==> src/rtl/circuito_jogo_param.sv <==
// -----------------------------------------------------------------------------
// circuito_jogo_param
// Memory-sequence game core. The player repeats a growing sequence of
// one-hot button moves: round r asks for moves 0..r. The sequence is either
// a fixed rotating pattern (modo=0) or written by the player one move per
// round (modo=1). A per-wait timeout turns an idle player into a loss.
//
// Parameters
//   N_BOTOES       number of buttons/LEDs (>= 2)
//   N_RODADAS      number of rounds (>= 2)
//   TIMEOUT_CICLOS cycles allowed while waiting for a press, 0 = no timeout
//   W_R            round/move counter width (derived)
//
// Ports
//   clock       system clock, rising edge
//   reset       asynchronous active-low reset
//   jogar       start/restart request
//   modo        sequence source, latched at game start
//   botoes      debounced button levels
//   leds        last registered move
//   pronto      game over (ganhou | perdeu)
//   ganhou      win flag
//   perdeu      loss flag (wrong move or timeout)
//   db_timeout  loss caused by timeout
//   db_rodada   current round index
//   db_jogada   current move index within the round
//   db_estado   FSM state code
// -----------------------------------------------------------------------------
module circuito_jogo_param #(
    parameter int N_BOTOES       = 4,
    parameter int N_RODADAS      = 16,
    parameter int TIMEOUT_CICLOS = 3000,
    localparam int W_R           = $clog2(N_RODADAS)
) (
    input  logic                clock,
    input  logic                reset,
    input  logic                jogar,
    input  logic                modo,
    input  logic [N_BOTOES-1:0] botoes,
    output logic [N_BOTOES-1:0] leds,
    output logic                pronto,
    output logic                ganhou,
    output logic                perdeu,
    output logic                db_timeout,
    output logic [W_R-1:0]      db_rodada,
    output logic [W_R-1:0]      db_jogada,
    output logic [3:0]          db_estado
);

    // Timeout counter only needs to reach TIMEOUT_CICLOS-1.
    localparam int W_T = (TIMEOUT_CICLOS > 1) ? $clog2(TIMEOUT_CICLOS) : 1;
    localparam bit TMO_ATIVO = (TIMEOUT_CICLOS != 0);
    localparam logic [W_T-1:0] TMO_MAX = W_T'((TIMEOUT_CICLOS == 0) ? 0 : TIMEOUT_CICLOS - 1);
    localparam logic [W_R-1:0] ULTIMA  = W_R'(N_RODADAS - 1);

    typedef enum logic [3:0] {
        INICIAL          = 4'd0,
        PREPARA          = 4'd1,
        ESPERA_ESCRITA   = 4'd2,
        REGISTRA_ESCRITA = 4'd3,
        ESPERA_JOGADA    = 4'd4,
        REGISTRA         = 4'd5,
        COMPARA          = 4'd6,
        PROXIMA_JOGADA   = 4'd7,
        PROXIMA_RODADA   = 4'd8,
        FIM_GANHOU       = 4'd9,
        FIM_PERDEU       = 4'd10
    } estado_t;

    // Fixed pattern: address i holds 1 << (i mod N_BOTOES).
    function automatic logic [N_BOTOES-1:0] seq_fixa(input logic [W_R-1:0] i);
        logic [N_BOTOES-1:0] v;
        int pos;
        pos = int'(i) % N_BOTOES;
        for (int k = 0; k < N_BOTOES; k++) begin
            v[k] = (pos == k);
        end
        return v;
    endfunction

    // True when exactly one bit of v is set.
    function automatic logic eh_one_hot(input logic [N_BOTOES-1:0] v);
        int cnt;
        cnt = 0;
        for (int k = 0; k < N_BOTOES; k++) begin
            cnt = cnt + int'(v[k]);
        end
        return (cnt == 1);
    endfunction

    estado_t             estado_r, proximo_s;
    logic [N_BOTOES-1:0] botoes_ant_r;
    logic [N_BOTOES-1:0] leds_r;
    logic [N_BOTOES-1:0] mem_r [N_RODADAS];
    logic [N_BOTOES-1:0] esperado_s;
    logic [W_R-1:0]      rodada_r, jogada_r;
    logic [W_T-1:0]      tmo_cnt_r;
    logic                modo_r;
    logic                pronto_r, ganhou_r, perdeu_r, tmo_r;

    logic pressao_s, espera_s, expirou_s;
    logic limpa_s, captura_s, escreve_s, zera_jogada_s;
    logic inc_jogada_s, inc_rodada_s;
    logic set_ganhou_s, set_perdeu_s, set_tmo_s;

    // Press = rising transition from all-released to any button pressed.
    always_comb begin
        pressao_s = (botoes != '0) && (botoes_ant_r == '0);
        espera_s  = (estado_r == ESPERA_ESCRITA) || (estado_r == ESPERA_JOGADA);
        expirou_s = TMO_ATIVO && (tmo_cnt_r == TMO_MAX);
        if (modo_r) begin
            esperado_s = mem_r[jogada_r];
        end else begin
            esperado_s = seq_fixa(jogada_r);
        end
    end

    // Next-state and datapath control decode.
    always_comb begin
        proximo_s     = estado_r;
        limpa_s       = 1'b0;
        captura_s     = 1'b0;
        escreve_s     = 1'b0;
        zera_jogada_s = 1'b0;
        inc_jogada_s  = 1'b0;
        inc_rodada_s  = 1'b0;
        set_ganhou_s  = 1'b0;
        set_perdeu_s  = 1'b0;
        set_tmo_s     = 1'b0;
        case (estado_r)
            INICIAL: begin
                if (jogar) begin
                    proximo_s = PREPARA;
                end else begin
                    proximo_s = INICIAL;
                end
            end
            PREPARA: begin
                limpa_s = 1'b1;
                if (modo) begin
                    proximo_s = ESPERA_ESCRITA;
                end else begin
                    proximo_s = ESPERA_JOGADA;
                end
            end
            ESPERA_ESCRITA: begin
                // A press beats a simultaneous expiry, even an ignored multi-hot one.
                if (pressao_s) begin
                    if (eh_one_hot(botoes)) begin
                        escreve_s = 1'b1;
                        proximo_s = REGISTRA_ESCRITA;
                    end else begin
                        proximo_s = ESPERA_ESCRITA;
                    end
                end else if (expirou_s) begin
                    set_perdeu_s = 1'b1;
                    set_tmo_s    = 1'b1;
                    proximo_s    = FIM_PERDEU;
                end else begin
                    proximo_s = ESPERA_ESCRITA;
                end
            end
            REGISTRA_ESCRITA: begin
                zera_jogada_s = 1'b1;
                proximo_s     = ESPERA_JOGADA;
            end
            ESPERA_JOGADA: begin
                if (pressao_s) begin
                    captura_s = 1'b1;
                    proximo_s = REGISTRA;
                end else if (expirou_s) begin
                    set_perdeu_s = 1'b1;
                    set_tmo_s    = 1'b1;
                    proximo_s    = FIM_PERDEU;
                end else begin
                    proximo_s = ESPERA_JOGADA;
                end
            end
            REGISTRA: begin
                proximo_s = COMPARA;
            end
            COMPARA: begin
                if (leds_r != esperado_s) begin
                    set_perdeu_s = 1'b1;
                    proximo_s    = FIM_PERDEU;
                end else if (jogada_r < rodada_r) begin
                    proximo_s = PROXIMA_JOGADA;
                end else if (rodada_r == ULTIMA) begin
                    set_ganhou_s = 1'b1;
                    proximo_s    = FIM_GANHOU;
                end else begin
                    proximo_s = PROXIMA_RODADA;
                end
            end
            PROXIMA_JOGADA: begin
                inc_jogada_s = 1'b1;
                proximo_s    = ESPERA_JOGADA;
            end
            PROXIMA_RODADA: begin
                inc_rodada_s = 1'b1;
                if (modo_r) begin
                    proximo_s = ESPERA_ESCRITA;
                end else begin
                    proximo_s = ESPERA_JOGADA;
                end
            end
            FIM_GANHOU, FIM_PERDEU: begin
                if (jogar) begin
                    proximo_s = PREPARA;
                end else begin
                    proximo_s = estado_r;
                end
            end
            default: begin
                proximo_s = INICIAL;
            end
        endcase
    end

    // State, counters, move register and result flags.
    always_ff @(posedge clock or negedge reset) begin
        if (!reset) begin
            estado_r     <= INICIAL;
            botoes_ant_r <= '0;
            leds_r       <= '0;
            rodada_r     <= '0;
            jogada_r     <= '0;
            tmo_cnt_r    <= '0;
            modo_r       <= 1'b0;
            pronto_r     <= 1'b0;
            ganhou_r     <= 1'b0;
            perdeu_r     <= 1'b0;
            tmo_r        <= 1'b0;
        end else begin
            estado_r     <= proximo_s;
            botoes_ant_r <= botoes;

            // Counts only while staying in the same wait state; any entry restarts at 0.
            if (espera_s && (proximo_s == estado_r)) begin
                tmo_cnt_r <= tmo_cnt_r + W_T'(1);
            end else begin
                tmo_cnt_r <= '0;
            end

            if (limpa_s) begin
                rodada_r <= '0;
                jogada_r <= '0;
            end else if (inc_rodada_s) begin
                rodada_r <= rodada_r + W_R'(1);
                jogada_r <= '0;
            end else if (inc_jogada_s) begin
                jogada_r <= jogada_r + W_R'(1);
            end else if (zera_jogada_s) begin
                jogada_r <= '0;
            end else begin
                jogada_r <= jogada_r;
            end

            if (limpa_s) begin
                leds_r <= '0;
                modo_r <= modo;
            end else if (captura_s) begin
                leds_r <= botoes;
            end else begin
                leds_r <= leds_r;
            end

            if (limpa_s) begin
                pronto_r <= 1'b0;
                ganhou_r <= 1'b0;
                perdeu_r <= 1'b0;
                tmo_r    <= 1'b0;
            end else if (set_ganhou_s) begin
                pronto_r <= 1'b1;
                ganhou_r <= 1'b1;
            end else if (set_perdeu_s) begin
                pronto_r <= 1'b1;
                perdeu_r <= 1'b1;
                tmo_r    <= set_tmo_s;
            end else begin
                pronto_r <= pronto_r;
            end
        end
    end

    // Player-written sequence storage; contents are don't-care after reset.
    always_ff @(posedge clock) begin
        if (escreve_s) begin
            mem_r[rodada_r] <= botoes;
        end else begin
            mem_r[rodada_r] <= mem_r[rodada_r];
        end
    end

    assign leds       = leds_r;
    assign pronto     = pronto_r;
    assign ganhou     = ganhou_r;
    assign perdeu     = perdeu_r;
    assign db_timeout = tmo_r;
    assign db_rodada  = rodada_r;
    assign db_jogada  = jogada_r;
    assign db_estado  = estado_r;

endmodule

==> config.mk <==
export PLATFORM = sky130hd
export DESIGN_NAME = circuito_jogo_param
export DESIGN_NICKNAME = d
export VERILOG_FILES = /design/src/rtl/circuito_jogo_param.sv
export SDC_FILE = /design/constraint.sdc
export NUM_CORES = 1
export LEC_CHECK = 0
export BUFFER_PORTS_ARGS = -buffer_cell sky130_fd_sc_hd__buf_2
export CAP_MARGIN = 20
export CORE_MARGIN = 4
export CORE_UTILIZATION = 61
export DETAILED_ROUTE_END_ITERATION = 8
export PLACE_DENSITY = 0.8
export SKIP_LAST_GASP = 1
export SLEW_MARGIN = 20
export SYNTH_ARGS = -nofsm -noshare
export SYNTH_HDL_FRONTEND = slang
export SYNTH_SLANG_ARGS = --single-unit
==> constraint.sdc <==
create_clock -name clock -period 2.8 [get_ports clock]
set_input_delay 0.56 -clock clock [delete_from_list [all_inputs] [get_ports clock]]
set_output_delay 0.56 -clock clock [all_outputs]
set_load 0.02 [all_outputs]
==> results of run 1 <==
-- cell usage after synthesis, drive strengths merged, types with 3 or more instances --
master,count
or3,5
a21o,3
nand2b,4
edfxtp,64
nor2,40
nand3,7
mux4,7
inv,16
nand2,39
a22oi,4
o21ai,18
o22ai,3
xor2,7
clkbuf,8
nand4,3
nor2b,5
dfrtp,37
nor3,12
buf,9
ha,15
mux2i,17
xnor2,12
a21oi,9
a21boi,3
mux2,9
and3,3
a22o,5
-- critical path, cell delays in order (launching register included) --
cell and delay [ns]:
dfrtp_2 0.50, buf_6 0.16, mux2_4 0.30, o22a_1 0.23, and3b_1 0.20, o41ai_2 0.39
o2111ai_2 0.27, a2111oi_2 0.42, a21oi_1 0.12
-- per-stage QoR --
step,std cells,hold slack (ns)
floorplan,400,0.264
global placement,543,0.475
detailed placement,543,0.503
CTS,559,0.296
global route,561,0.338
finish,561,0.277
-- path summary, 6_finish.rpt --
path | startpoint | end | depth (start not counted)
hold / removal | reset | ganhou$_DFFE_PN0P_ | 1
setup reg to reg | db_jogada[2]$_DFFE_PN0P_ | db_estado[3]$_DFF_PN0_ | 8
max in group asynchronous | reset | db_jogada[2]$_DFFE_PN0P_ | 1
setup / recovery | db_jogada[2]$_DFFE_PN0P_ | db_estado[3]$_DFF_PN0_ | 8
hold reg to reg | ganhou$_DFFE_PN0P_ | ganhou$_DFFE_PN0P_ | 1
min in group clock | modo | modo_r$_DFFE_PN0P_ | 2
-- metal layers --
layer	part of all wire, %	vias to the layer above
met5	0	-
met4	1.9	0
met3	6.6	19
met2	50	120
met1	41	1687
li1	-	1566
-- cell families (layout without fill, tap and decap cells) --
| logic type | Yosys count | in the layout | synth area share, % |
|---|---|---|---|
| muxes | 33 | 33 | 8.81 |
| buffers and inverters | 33 | 92 | 3.01 |
| and+or+nand+nor | 132 | 132 | 12.9 |
| AOI/OAI and AO/OA | 66 | 66 | 9.68 |
| DFF | 101 | 101 | 58.0 |
| adders and majority gates | 16 | 16 | 4.23 |
| xor gates and xnor gates | 19 | 19 | 3.39 |
-- cell type report --
cell class / instances / area, µm²
clock buffers: 10 / 128
multi-input cells: 266 / 2000
fillers: 520 / 2120
well taps: 102 / 128
repair buffers: 60 / 403
clock inverters: 6 / 85.1
inverters: 16 / 60.1
flip-flops and latches: 101 / 2850
-- power groups by stage --
stage                     combinational [mW]  sequential (mW)  clock (mW)
after floorplan                         1.11             1.93           0
after global placement                  1.57             1.90           0
after global routing                    1.80             1.90        1.08
after detailed placement                1.61             1.91           0
final                                   1.65             1.89       0.984
after CTS                               1.62             1.88        1.01
-- sequential cells by signal, indices dropped and copies added, names as in the netlist --
register	flops
db_rodada	4
db_timeout	1
leds	4
perdeu	1
modo_r	1
mem_r	64
botoes_ant_r	4
db_estado	4
db_jogada	4
ganhou	1
pronto	1
tmo_cnt_r	12
-- what timing repair did --
action / 4_1_cts / 5_1_grt
gates resized for setup: 1 / 8
pin swaps: 0 / 8
endpoints found under the setup margin: 3 / 41
setup buffers: 0 / 2
==> summary.md, run 1 <==
| Metric | Value |
|---|---|
| Total gr overflow | 0 |
| Synth cell types | 62 |
| Die width | 97.8 µm |
| Leading register cell type out of synthesis | edfxtp_1 |
| Synth area leader | edfxtp_1 |
| Vias post-DR | ~3,400 |
| Die ar. | 9560 µm² |
| Clock Tree Buf Depth | 2 |
| Clk pwr share | 21.8% |
| Wirelength per Cell | 19.1 µm |
| Crit Path Category | flip-flop to flip-flop |
| Commonest cells after routing, fill and taps aside | edfxtp_1, nand2_1, nor2_1, dfrtp_1, buf_4 |
| Ant diodes | 0 |
| Ports | 28 |
| Worst-margin pin slew | 0.826 ns |
| Setup slack after layout | 0.0932 ns |
| YS warnings | 0 |
| Antenna violations before repair | 0 |
| Syn avg cell area | 12.3 µm² |
| Combinational share of power | 36.5% |
| Root Driver | clkbuf_8 |
| Design Power | 4.52 mW |
| Total wire length | 10,700 µm |
| HP Class | input pin to asynchronous set/reset pin |
| Switching Power | 1.65 mW |
| LEAKAGE | 2.15 nW |
| Height of the die | 97.8 µm |
| Final Hold Viols | 0 |
| CTS Buf Count | 9 |
| RSZ-0062 raised after global routing | yes |
| Post-synthesis sequential area ratio | 58.0% |
| Via density | slightly above 6 |
| Ratio of cells with drive above 1 in the final layout | 23.1% |
| CP arrival | 2.95 ns |
| Final Cell Area | about 5700 µm² |
| Total global-route track usage | 23.7% |
| GR Util met2 | 39.6% |
| Post-Syn Area | 4910 µm² |
| CTS H-tree lvls | 3 |
| Sw Share | between 30% and 40% |
| Number of global-route vias before repair | approximately 3,500 |
| Starting Density | 63.3% |
| Seq cells post-synth | 101 |
| Drt pass-1 iters | 5 |
| CP max FO | 8 |
| Critical path required time | 3.04 ns |
| Kind of launch point of the worst setup path | flip-flop |
| # rows | 32 |
| DRC Markers | 0 |
| GRT Max-Usage Layer | met2 |
| Final min period | 2.71 ns |
| Max-slew violations | 0 |
| Hold buffers post-CTS | 0 |
| Relative slew slack | 45.0% |
| Global-route wire length before repair | roughly 18,000 µm |
| Routing usage on met1 | 30.8% |
| Ys async rst share | a little over a third |
| Worst-path clk slew | around 0.1 ns |
| Initial DRC count | roughly 240 |
| Post-synth top area share | 39.1% |
| EDFF count, synth | 64 |
| Most area-consuming cells after synthesis | edfxtp_1, dfrtp_1, ha_1, mux2i_1, mux4_2 |
| Final core utilization | 72.7% |
| R2r setup slk | 0.09 ns |
| Layout area overhead | 15.0% |
| Clk_skew | 0.0102 ns |
| Number of port buffers | 27 |
| Nets | 478 |
| Worst-Skew Late Latency | 0.37 ns |
| Antenna Violating Nets Remaining | 0 |
| Achievable Freq | 369 MHz |
| Commonest non-fill, non-tap cell in the layout | edfxtp_1 |
| HPWL reported at the end of detailed placement | 7550 µm |
| CTS tree | yes |
| Post-Syn Instances | 400 |
| Pre-CTS WS | -0.317 ns |
| Setup crit end kind | flip-flop |
| Max-cap violation count | 0 |
| Clock sinks | 101 |
| CORE AREA | 7770 µm² |
| Post-Syn Nets | between 400 and 500 |
| M3 GR Usage | around 5.6% |
| Reg power frac | 41.7% |
| Internal power | around 2.9 mW |
| Placed cell areas | approximately 5400 µm² |
| Post-route setup TNS | 0 ns |
| Status | completed |
| PD cells | 800 nW/µm² |
| GP Congestion | 0.853 |
| Fin crit share | 96.7% |
| Largest net degree at the start of global routing | 38 |
| Final setup fails | 0 |
| Worst ir drop on vdd | 342 µV |
No activity file was read; power rests on OpenSTA's default activity.
==> run 2: changes to the inputs <==
CORE_ASPECT_RATIO = 1.2   (was unset)
==> run 2 against run 1 <==
Net effect:
- sequential cell count unchanged
- routed wire length fell by 0.67%
- worst hold slack gained 0.011 ns
- clock-buffer cell count up 2
- sequential share of layout area is 0.12 points higher
- clock power is 6% higher
- combinational power decreased by 4%
- global-route usage grew 0.23 points
- cell area shrank 0.20%
- core utilization about the same
- sequential power is essentially flat
- first-iteration DRC count is 21% higher
- largest cell class unchanged
- largest power group unchanged
==> summary.md, run 2 (synthesis results as in run 1) <==
| Metric | Value |
|---|---|
| Root Driver | clkbuf_8 |
| R2r setup slk | 0.14 ns |
| Relative slew slack | 46.1% |
| Vias post-DR | 3,364 |
| Setup crit end kind | flip-flop |
| Clock sinks | 101 |
| CTS tree | yes |
| Fin crit share | a little over nine tenths |
| Total wire length | ~11,000 µm |
| Via density | between 6 and 7 |
| GP Congestion | 0.975 |
| Max-cap violation count | 0 |
| Commonest non-fill, non-tap cell in the layout | edfxtp_1 |
| Final min period | 2.66 ns |
| Final setup fails | 0 |
| Total gr overflow | 0 |
| RSZ-0062 raised after global routing | yes |
| Wirelength per Cell | between 15 and 20 µm |
| Top Registers | mem_r: 64 flops, tmo_cnt_r: 12 flops |
| Worst-Skew Late Latency | about 0.35 ns |
| CTS H-tree lvls | 3 |
| FF-to-FF path depth | 8 |
| Max FFs per register | 64 |
| Critical path required time | 3.04 ns |
| Die width | 89.9 µm |
| Hold buffers post-CTS | 0 |
| Number of global-route vias before repair | 3,433 |
| CTS Buf Count | 9 |
| Number of port buffers | 27 |
| Ports | 28 |
| Clk_skew | approximately 0.0055 ns |
| HP Class | input pin to asynchronous set/reset pin |
| CTS resizes | 0 |
| Kind of launch point of the worst setup path | flip-flop |
| Final core utilization | 72.8% |
| Layout area overhead | 14.8% |
| Worst-margin pin slew | 0.808 ns |
| Setup bufs post-CTS | 0 |
| Initial DRC count | between 200 and 300 |
| Final Hold Viols | 0 |
| Die ar. | 9560 µm² |
| # rows | 35 |
| LEAKAGE | 2.14 nW |
| Antenna violations before repair | 0 |
| Final Cell Area | 5640 µm² |
| PD cells | 803 nW/µm² |
| HPWL reported at the end of detailed placement | 7530 µm |
| Commonest cells after routing, fill and taps aside | edfxtp_1, nand2_1, nor2_1 |
| Crit Reg-Reg Startpoint | db_jogada[0]$_DFFE_PN0P_ |
| Ant diodes | 0 |
| CP arrival | ~2.9 ns |
| Post-route setup TNS | 0 ns |
| Placed cell areas | approximately 5400 µm² |
| Worst-path clk slew | 0.09 ns |
| Achievable Freq | roughly 380 MHz |
| Clock Tree Buf Depth | 2 |
| Antenna Violating Nets Remaining | 0 |
| Crit Path Category | flip-flop to flip-flop |
| Largest net degree at the start of global routing | 38 |
| Storage cell area | 2850 µm² |
| Drt pass-1 iters | 5 |
| DRC Markers | 0 |
| CORE AREA | 7750 µm² |
| Capture point of the worst reg-to-reg path | db_estado[3]$_DFF_PN0_ |
| Status | completed |
| Filler cells | 523 |
| CP max FO | 10 |
| Global-route wire length before repair | 17,800 µm |
| Max-slew violations | 0 |
| Height of the die | 106 µm |
| Design Power | 4.53 mW |
| Worst ir drop on vdd | 603 µV |
| Largest Register | mem_r |
| Area of the multi-input gates | just over 2000 µm² |
| Pre-CTS WS | -0.281 ns |
| Ratio of cells with drive above 1 in the final layout | between 20 and 25% |
| Setup slack after layout | 0.138 ns |
| Total global-route track usage | 23.9% |
| Nets | 474 |
| Starting Density | 63.4% |
==> run 2: how the worst max path moves through the flow <==
stage	from	cells after the start	endpoint	slack, ns
floorplan	botoes[0]	12	tmo_cnt_r[10]$_DFF_PN0_	0.007
global placement	botoes[0]	11	mem_r[0][3]$_DFFE_PP_	-0.20
detailed placement	botoes[0]	11	mem_r[1][2]$_DFFE_PP_	-0.28
CTS	db_jogada[2]$_DFFE_PN0P_	8	db_estado[3]$_DFF_PN0_	0.02
global route	db_jogada[2]$_DFFE_PN0P_	8	db_estado[3]$_DFF_PN0_	-0.02
finish	db_jogada[0]$_DFFE_PN0P_	8	db_estado[3]$_DFF_PN0_	0.14
==> run 2: critical path, cell delays in order, from the launching register on <==
cell,delay (ns)
dfrtp_2,0.53
buf_4,0.21
nand2b_1,0.19
o22a_1,0.21
and3b_1,0.19
o41ai_2,0.37
o2111ai_2,0.31
a2111oi_4,0.42
a21oi_1,0.11
==> run 2: per-stage QoR <==
| step | std cells | hold WS (ns) |
|---|---|---|
| 6_report | 547 | 0.288 |
| 3_5_place_dp | 531 | 0.483 |
| 3_3_place_gp | 531 | 0.471 |
| 5_1_grt | 547 | 0.326 |
| 2_1_floorplan | 400 | 0.264 |
| 4_1_cts | 547 | 0.306 |
==> run 2: layer usage <==
| layer | track usage, % | vias up | wire length (µm) |
|---|---|---|---|
| li1 | - | 1555 | - |
| met1 | 30.6 | 1664 | 4290 |
| met2 | 40.8 | 123 | 5530 |
| met3 | 5.10 | 22 | 619 |
| met4 | 8.32 | 0 | 224 |
| met5 | 0 | - | 0 |
==> run 2: area by class of cell <==
| cell class | instances | share of cell area [%] |
|---|---|---|
| Clock buffer | 12 | 2.75 |
| Clock inverter | 4 | 1.38 |
| Inverter | 16 | 1.07 |
| Multi-Input combinational cell | 266 | 35.7 |
| Sequential cell | 101 | 50.5 |
| Tap cell | 92 | 2.04 |
| Timing Repair Buffer | 56 | 6.48 |
==> run 2: power by group <==
group          internal (mW)  switching (mW)  leakage (nW)
registers               1.69           0.218          1.07
logic                  0.649           0.934         0.959
clock network          0.558           0.484         0.117
total                   2.89            1.64          2.14
==> run 3: changes to the inputs <==
CORE_MARGIN = 2   (was 4)
SETUP_SLACK_MARGIN = 0.4   (was unset)
==> run 3 against run 2 <==
Net effect:
- global-route usage is 3.7 points higher
- final cell count is 2.0% higher
- sequential cell count unchanged
- combinational power is 16% higher
- register-to-register slack improved by 0.12 ns
- core utilization increased by 4.0 points
- die area shrank 8.0%
- critical endpoint is now tmo_cnt_r[11]$_DFF_PN0_
- clock-buffer cell count shrank 3
- cell area up 5.5%
- fmax increased by 1.6%
- highest routed layer unchanged
- power grew 2.2%
- worst setup slack gained 0.041 ns
==> summary.md, run 3 (synthesis results as in run 1) <==
| Metric | Value |
|---|---|
| Final setup fails | 0 |
| Clk_skew | just over 0.01 ns |
| Clock sinks | 101 |
| R2r setup slk | 0.26 ns |
| Slowest CP cell | fa_1 |
| Switching Power | roughly 1.8 mW |
| Status | completed |
| Pre-CTS WS | -0.358 ns |
| CP peak stage delay | 0.54 ns |
| GP Congestion | approximately 0.95 |
| GR Util met2 | 45.1% |
| Area of the multi-input gates | ~2200 µm² |
| M3 GR Usage | 4.93% |
| FF-to-FF path depth | 8 |
| Setup slack after layout | 0.179 ns |
| RSZ-0062 raised after global routing | yes |
| Via density | 6.23 |
| Number of global-route vias before repair | about 3,400 |
| Commonest non-fill, non-tap cell in the layout | edfxtp_1 |
| Worst-margin pin slew | 0.841 ns |
| Crit Reg-Reg Startpoint | db_jogada[2]$_DFFE_PN0P_ |
| Critical path required time | 3.10 ns |
| Commonest cells after routing, fill and taps aside | edfxtp_1, nand2_1, dfrtp_1 |
| CP max FO | 6 |
| Ports | 28 |
| Layout Cells excl Fill | 558 |
| HPWL reported at the end of detailed placement | 7610 µm |
| Total gr overflow | 0 |
| Global-route wire length before repair | 17,900 µm |
| Placed cell areas | ~5300 µm² |
| Final Cell Area | between 5000 and 6000 µm² |
| Post-Place Cells | 521 |
| Layout area overhead | 21.0% |
| Filler cells | 472 |
| Crit Path Category | input pin to flip-flop |
| Combinational share of power | 39.8% |
| Total wire length | 11,600 µm |
| GRT Max-Usage Layer | met2 |
| Worst-path clk slew | approximately 0.11 ns |
| Initial DRC count | 231 |
| Sw Share | 39.7% |
| CORE AREA | 7750 µm² |
| LEAKAGE | ~2.2 nW |
| Cell mode on critical path | or3_4 |
| Hold buffers post-CTS | 0 |
| Storage cell area | 2850 µm² |
| Fin crit share | 93.6% |
| Starting Density | 63.4% |
| Ant diodes | 0 |
| DRC Markers | 0 |
| Capture point of the worst reg-to-reg path | ganhou$_DFFE_PN0P_ |
| Max FFs per register | 64 |
| Critical path origin | botoes[1] |
| Antenna Violating Nets Remaining | 0 |
| Top Registers | mem_r: 64 flops, tmo_cnt_r: 12 flops |
| Relative slew slack | a little over two fifths |
| Achievable Freq | about 380 MHz |
| Routing usage on met1 | 36.7% |
| Crit path cell chain | buf_8 > inv_4 > fa_1 > inv_1 > ha_2 > ha_4 > nor2_4 > nand2_2 > nor4_4 > buf_6 > or3_4 > or3_4 > nor2_1 |
| HP Class | input pin to asynchronous set/reset pin |
| Kind of launch point of the worst setup path | input pin |
| Ratio of cells with drive above 1 in the final layout | 32.0% |
| Clock Tree Buf Depth | 2 |
| CTS tree | yes |
| Drt pass-1 iters | 5 |
| Number of port buffers | 27 |
| Die width | 85.9 µm |
| Nets | 485 |
| Worst ir drop on vdd | 694 µV |
| Worst-Skew Late Latency | ~0.37 ns |
| Final min period | ~2.6 ns |
| PD cells | about 780 nW/µm² |
| Max-cap violation count | 0 |
| Internal power | 2.79 mW |
| Height of the die | ~100 µm |
| Post-route setup TNS | 0 ns |
| Setup crit end kind | flip-flop |
| Root Driver | clkbuf_8 |
| Die ar. | 8790 µm² |
| Vias post-DR | 3,479 |
| Max-slew violations | 0 |
| CTS Buf Count | 9 |
| Wirelength per Cell | 20.8 µm |
| Antenna violations before repair | 0 |
| Largest net degree at the start of global routing | 38 |
| Clk pwr share | 19.2% |
| Largest Register | mem_r |
| # rows | 35 |
| Final Hold Viols | 0 |
| CTS H-tree lvls | 3 |
| Reg power frac | approximately two fifths |
| Total global-route track usage | 27.6% |
| CP arrival | around 2.9 ns |
-- run 3: metal layers --
metal / share of wire [%] / vias to the layer above / wire length, µm
met4: 4.1 / 0 / 473
met5: 0 / - / 0
met3: 5.8 / 41 / 675
li1: - / 1596 / -
met1: 41 / 1695 / 4780
met2: 49 / 147 / 5680
-- run 3: worst max-delay path by stage --
stage                              endpoint  slack, ns  cells after the start
floorplan            tmo_cnt_r[0]$_DFF_PN0_       0.05                     12
global placement      mem_r[4][3]$_DFFE_PP_      -0.29                     11
detailed placement    mem_r[4][2]$_DFFE_PP_      -0.36                     11
CTS                 tmo_cnt_r[10]$_DFF_PN0_       0.14                     13
global route             ganhou$_DFFE_PN0P_       0.12                     10
finish              tmo_cnt_r[11]$_DFF_PN0_       0.18                     13
-- run 3: power by group through the flow --
stage	Clock, mW	Combinational, mW	Sequential [mW]
floorplan	0	1.13	1.93
global placement	0	1.52	1.92
detailed placement	0	1.56	1.93
CTS	0.899	1.75	1.89
global route	0.959	1.99	1.92
finish	0.888	1.84	1.90
-- run 3: cell type report --
type	count	area share (%)
inverters	16	1.18
well taps	92	1.94
clock buffers	9	2.08
multi-input cells	267	36.9
flip-flops and latches	101	48.0
repair buffers	66	8.82
clock inverters	7	1.07
-- run 3: timing repair --
action	4_1_cts	5_1_grt
endpoints found under the setup margin	84	84
gates resized for setup	41	17
buffers inserted	11	9
pin swaps	20	12
cloned	1	0
-- run 3: worst max-delay path: cells and delay by family --
kind / cells / cell delay, ns
simple gates: 6 / 1.01
fa+ha+maj: 3 / 1.01
buf+inv: 4 / 0.32
-- run 3: per-stage QoR --
stage	total power, mW	util, %	hold WS, ns
2_1_floorplan	3.06	-	0.264
3_3_place_gp	3.44	68.9	0.467
3_5_place_dp	3.49	68.9	0.471
4_1_cts	4.54	74.8	0.294
5_1_grt	4.87	76.7	0.350
6_report	4.63	76.7	0.276
